File: src/rtl/hazard_scoreboard.sv
// Hazard scoreboard for the 5-stage RV32I pipeline.
// Shadows D->E->M->W writes; drives forwarding, stall and flush controls.
module hazard_scoreboard #(
    parameter int AW         = 5,
    parameter int MULDIV_LAT = 4
) (
    input  logic          clk,
    input  logic          rst,
    input  logic          Valid_D,
    input  logic [AW-1:0] Rs1_D,
    input  logic [AW-1:0] Rs2_D,
    input  logic          UseRs1_D,
    input  logic          UseRs2_D,
    input  logic [AW-1:0] Rd_D,
    input  logic          RegWrite_D,
    input  logic          ResultSrc_D,
    input  logic          MulDiv_D,
    input  logic          PCSrc_E,
    output logic          StallF,
    output logic          StallD,
    output logic          StallE,
    output logic          FlushD,
    output logic          FlushE,
    output logic [1:0]    ForwardA_E,
    output logic [1:0]    ForwardB_E,
    output logic          Busy
);

    localparam int CW = $clog2(MULDIV_LAT) + 1;
    localparam logic [CW-1:0] LAT_M1 = CW'(MULDIV_LAT - 1);

    // E entry keeps source info; M/W only need write info
    typedef struct packed {
        logic          valid;
        logic [AW-1:0] rd;
        logic [AW-1:0] rs1;
        logic [AW-1:0] rs2;
        logic          use1;
        logic          use2;
        logic          regwrite;
        logic          load;
    } ent_e_t;

    typedef struct packed {
        logic          valid;
        logic [AW-1:0] rd;
        logic          regwrite;
    } ent_w_t;

    ent_e_t        r_se;
    ent_w_t        r_sm;
    ent_w_t        r_sw;
    logic [CW-1:0] r_cnt;

    logic          w_busy;
    logic          w_lu;
    logic          w_se_hit1;
    logic          w_se_hit2;
    ent_e_t        w_d;
    ent_w_t        w_se_wb;

    function automatic logic f_match(
        input logic          v,
        input logic          rw,
        input logic [AW-1:0] rd,
        input logic [AW-1:0] r
    );
        return v & rw & (rd != '0) & (rd == r);
    endfunction

    function automatic logic [1:0] f_fwd(
        input ent_w_t        m,
        input ent_w_t        w,
        input logic          use_r,
        input logic [AW-1:0] r
    );
        if (use_r && f_match(m.valid, m.regwrite, m.rd, r))
            return 2'b10;
        else if (use_r && f_match(w.valid, w.regwrite, w.rd, r))
            return 2'b01;
        else
            return 2'b00;
    endfunction

    assign w_busy    = (r_cnt != '0);
    assign w_se_hit1 = f_match(r_se.valid, r_se.regwrite, r_se.rd, Rs1_D);
    assign w_se_hit2 = f_match(r_se.valid, r_se.regwrite, r_se.rd, Rs2_D);
    assign w_lu      = r_se.load & Valid_D
                     & ((w_se_hit1 & UseRs1_D) | (w_se_hit2 & UseRs2_D));

    assign w_d = '{valid: Valid_D, rd: Rd_D, rs1: Rs1_D, rs2: Rs2_D,
                   use1: UseRs1_D, use2: UseRs2_D,
                   regwrite: RegWrite_D, load: ResultSrc_D};
    assign w_se_wb = '{valid: r_se.valid, rd: r_se.rd,
                       regwrite: r_se.regwrite};

    // Control outputs: busy hold > branch flush > load-use stall
    always_comb begin
        StallF     = 1'b0;
        StallD     = 1'b0;
        StallE     = 1'b0;
        FlushD     = 1'b0;
        FlushE     = 1'b0;
        ForwardA_E = 2'b00;
        ForwardB_E = 2'b00;
        Busy       = 1'b0;
        if (!rst) begin
            ForwardA_E = f_fwd(r_sm, r_sw, r_se.use1, r_se.rs1);
            ForwardB_E = f_fwd(r_sm, r_sw, r_se.use2, r_se.rs2);
            Busy       = w_busy;
            if (w_busy) begin
                StallF = 1'b1;
                StallD = 1'b1;
                StallE = 1'b1;
            end else if (PCSrc_E) begin
                FlushD = 1'b1;
                FlushE = 1'b1;
            end else if (w_lu) begin
                StallF = 1'b1;
                StallD = 1'b1;
                FlushE = 1'b1;
            end
        end
    end

    // Shadow pipeline and mul/div countdown
    always_ff @(posedge clk) begin
        if (rst) begin
            r_se  <= '0;
            r_sm  <= '0;
            r_sw  <= '0;
            r_cnt <= '0;
        end else if (w_busy) begin
            r_sw  <= r_sm;
            r_sm  <= '0;
            r_cnt <= r_cnt - 1'b1;
        end else begin
            r_sw <= r_sm;
            r_sm <= w_se_wb;
            if (FlushE) begin
                r_se  <= '0;
                r_cnt <= '0;
            end else begin
                r_se  <= w_d;
                r_cnt <= (Valid_D && MulDiv_D) ? LAT_M1 : '0;
            end
        end
    end

endmodule
File: config.mk
export PLATFORM = sky130hd
export DESIGN_NAME = hazard_scoreboard
export DESIGN_NICKNAME = d
export VERILOG_FILES = /design/src/rtl/hazard_scoreboard.sv
export SDC_FILE = /design/constraint.sdc
export NUM_CORES = 1
export LEC_CHECK = 0
export BUFFER_PORTS_ARGS = -buffer_cell sky130_fd_sc_hd__buf_2
export CORE_MARGIN = 3
export CORE_UTILIZATION = 59
export CTS_BUF_LIST = sky130_fd_sc_hd__clkbuf_4 sky130_fd_sc_hd__clkbuf_8 sky130_fd_sc_hd__clkbuf_16
export DETAILED_ROUTE_END_ITERATION = 8
export GPL_TIMING_DRIVEN = 0
export PLACE_DENSITY_LB_ADDON = 0.1
export SETUP_SLACK_MARGIN = 0.3
export SLEW_MARGIN = 20
export SYNTH_ARGS = -nofsm -noshare
export SYNTH_HDL_FRONTEND = slang
export SYNTH_SLANG_ARGS = --single-unit
export TNS_END_PERCENT = 30
File: constraint.sdc
create_clock -name clk -period 4.4 [get_ports clk]
set_input_delay 0.88 -clock clk [delete_from_list [all_inputs] [get_ports clk]]
set_output_delay 0.88 -clock clk [all_outputs]
set_load 0.005 [all_outputs]
==> impl_results.md <==
- Critical path's slowest cell: o22ai_1
- # IOs: 34
- Vias in the first global route: 1641
- Row count: 19
- Reg2Reg Depth: 8
- Clock power share: 16.2%
- H-tree depth: 2
- RSZ-0062 raised after global routing: false
- Pwr dens: 577.5 mW/mm^2
- Clock transition at the registers of the reported paths: 0.11 ns
- Post-synthesis instance area: 0.001902 mm^2
- Clock sink total: 37
- All-layer global routing usage: 25.68%
- Nets: 271
- Final Max Tran Viols: 0
- Final setup fails: 0
- Setup Buffers After CTS: 0
- Max Fclk: 0.3136 GHz
- Via-to-Cell Ratio: 5.899
- Residual DRC count: 0
- Via Count: 1699
- Sequential power share: 43.5%
- Maxcap violations: 0
- CP delay by family, top: buffers and inverters
- Syn avg cell area: 9.277 um^2
- DRT antenna net count: 0
- RD Place Congestion: 0.8936
- Worst Path Required: 3.52 ns
- Per-cell routed wire length: 15.95 um
- WP buf/inv: 4
- Largest net degree at the start of global routing: 12
- Slew headroom: 41.43%
- Switching fraction of total power: 37.96%
- Initial cell density of the core: 65.57%
- Crit. End Element: output pin
- Final period util: 72.48%
- Hold path cells: 2
- Drt initial violations: 121
- Post-synthesis register bit count: 37
- Fraction of layout cells with a size suffix above 1: 26.42%
- WL final: 4595 um
- Critical path cell sequence: buf_2 > xnor2_1 > nand4_1 > o22ai_1 > buf_4 > a21o_1 > buf_4 > buf_2
- CP max FO: 10
- Hold buffers post-CTS: 0
- Max Root-Sink Buffers: 2
- Layout area overhead: 15.13%
- Total number of cells along the worst setup path: 8
- Post-cts resize count: 0
- Post-layout util: 75.50%
- Die height: 62.78 um
- WP data arrival: 2.31 ns
- FILL cells: 214
- Yosys cell types: 37
- Min Tclk post-route: 3.189 ns
- Status: completed
- Clock tree from TritonCTS: yes
- Skew-Pair Late Insertion Delay: 0.34 ns
- Sequential element share of the synthesized area: 38.95%
- Int Pwr: 0.0007844 W
- Die area: 0.003941 mm^2
- Skew final: 0.005341 ns
- First drt pass iteration count: 5
- Hold Vio Cnt, Final: 0
- Syn Inst Count: 205
- GR Overflow Total: 0
- Total Neg Setup Slack: 0 ns
- Leakage: 0.9001 nW
- Post-Syn Nets: 231
- Root Driver: clkbuf_4
- Measured slew at the worst slew-check pin: 0.8766 ns
- Core Area: 0.002900 mm^2
- CP max stage delay: 0.39 ns
- Antenna violations before repair: 0
- Total Power Consumption: 0.001264 W
- Yosys warning count: 0
- ANT cells: 0
- Post-detail-place hpwl: 3460 um
- Die Span X: 62.78 um
- Net Sw Power: 0.0004800 W
- Critical path class: primary input to output pin
- Cts bufs inserted: 5
- First-pass GRT wire length: 7941 um
- Type of the worst min-delay path: flip-flop to flip-flop
- Startpoint Class: primary input
- Logic pwr share: 40.3%
- Port-buffer cells: 33
- Max VDD drop: 0.3337 mV
per-stage QoR:
step                      hold slack (ns)  instance area [um^2]  std cells  setup WS (ns)
final                              0.4868                  2190        288          1.211
after global routing               0.5009                  2190        288          1.050
after CTS                          0.4809                  2190        288          1.207
after global placement             0.4474                  2120        280          1.233
after detailed placement           0.4539                  2120        280          1.203
after floorplan                    0.4326                  1902        205          1.614
final cells by class:
class                      instances  area, um^2  area share (%)
multi-input combinational        151        1055           48.17
buffer                            13       91.34           4.171
tap                               42       52.55           2.400
inverter                           4       15.01          0.6857
clock inverter                     1       5.005          0.2286
sequential                        37       740.7           33.83
timing repair buffer              33       165.2           7.543
clock buffer                       7       65.06           2.971
state kept, by name, summed over array words and instances, names as in the netlist:
register  cells
r_sw          7
r_se         20
r_sm          7
r_cnt         3
path summary, 6_finish.rpt:
path                    to  slack, ns     start
setup / recovery    StallF       1.21  Rs1_D[4]
hold / removal     r_se[0]       0.49   r_se[0]
setup reg to reg  r_se[14]       2.68  r_cnt[0]
hold reg to reg    r_se[0]       0.49   r_se[0]
metal layers:
layer  share of wire, %  global-route usage, %  vias to the layer above
met3                6.0                  6.835                        7
met5                  0                      0                        -
li1                   -                      -                      827
met1                 45                  32.48                      801
met4                1.3                  8.540                        0
met2                 47                  42.21                       64
synth_stat cells (all sizes together):
| cell type | n | share of area, % |
|---|---|---|
| nor3b | 1 | 0.39 |
| and3 | 1 | 0.33 |
| nor2b | 8 | 2.6 |
| nor4 | 4 | 1.3 |
| a21o | 2 | 0.79 |
| buf | 9 | 3.4 |
| o22ai | 1 | 0.33 |
| xnor2 | 23 | 11 |
| dfxtp | 37 | 39 |
| nor4b | 1 | 1.2 |
| xor2 | 8 | 3.7 |
| a22oi | 1 | 0.39 |
| or4 | 3 | 1.4 |
| or2 | 1 | 0.33 |
| o211ai | 1 | 0.66 |
| clkbuf | 4 | 1.4 |
| and2 | 8 | 2.7 |
| a32oi | 20 | 9.2 |
| and4 | 1 | 0.46 |
| nand2 | 25 | 4.9 |
| nand3 | 3 | 0.79 |
| o21ai | 24 | 8.3 |
| a2bb2oi | 1 | 0.46 |
| nor3 | 5 | 1.3 |
| ha | 2 | 1.3 |
| inv | 4 | 0.79 |
| nor2 | 3 | 0.59 |
| nand4 | 4 | 1.3 |
cell usage in the layout (no fill, tap or decap), types with 2 or more instances in the layout:
| cell type | netlist | routed |
|---|---|---|
| xor2_1 | 8 | 8 |
| nand4_1 | 4 | 4 |
| a32oi_1 | 20 | 20 |
| nor2_1 | 3 | 3 |
| nor3_1 | 5 | 5 |
| and2_1 | 7 | 7 |
| clkbuf_1 | 2 | 2 |
| nor4_1 | 4 | 4 |
| inv_1 | 4 | 4 |
| clkbuf_4 | 0 | 5 |
| xnor2_1 | 23 | 23 |
| dfxtp_1 | 37 | 37 |
| buf_2 | 4 | 37 |
| buf_4 | 3 | 3 |
| nor2b_1 | 8 | 8 |
| nand2_1 | 25 | 25 |
| buf_6 | 2 | 2 |
| o21ai_0 | 3 | 3 |
| o21ai_1 | 13 | 13 |
| or4_1 | 2 | 2 |
| ha_1 | 2 | 2 |
| a21o_1 | 2 | 2 |
| nand3_1 | 3 | 3 |
| clkbuf_8 | 1 | 3 |
| o21ai_2 | 7 | 7 |
power groups by stage:
| stage | sequential, W | combinational (W) | clock [W] |
|---|---|---|---|
| after floorplan | 0.000517 | 0.000397 | 0 |
| after detailed placement | 0.000554 | 0.000506 | 0 |
| final | 0.000550 | 0.000509 | 0.000205 |
| after CTS | 0.000547 | 0.000511 | 0.000209 |
| after global routing | 0.000561 | 0.000566 | 0.000230 |
| after global placement | 0.000552 | 0.000479 | 0 |
worst reg2reg max path: stages (launching register included):
cell     delay (ns)
dfxtp_1        0.33
inv_1          0.06
ha_1           0.22
nor2b_1        0.13
or2_2          0.31
inv_1          0.18
buf_2          0.27
a32oi_1        0.08
o21ai_1        0.08
cell families (layout without fill, tap and decap cells):
kind of cell    count (synthesis)  after routing  synth area share, %
xor+xnor                       31             31                14.28
fa+ha+maj                       2              2                1.316
buf+inv                        17             58                5.591
compound gates                 50             50                20.13
simple gates                   68             68                19.74
flops                          37             37                38.95
(Power assumes the default switching activity.)
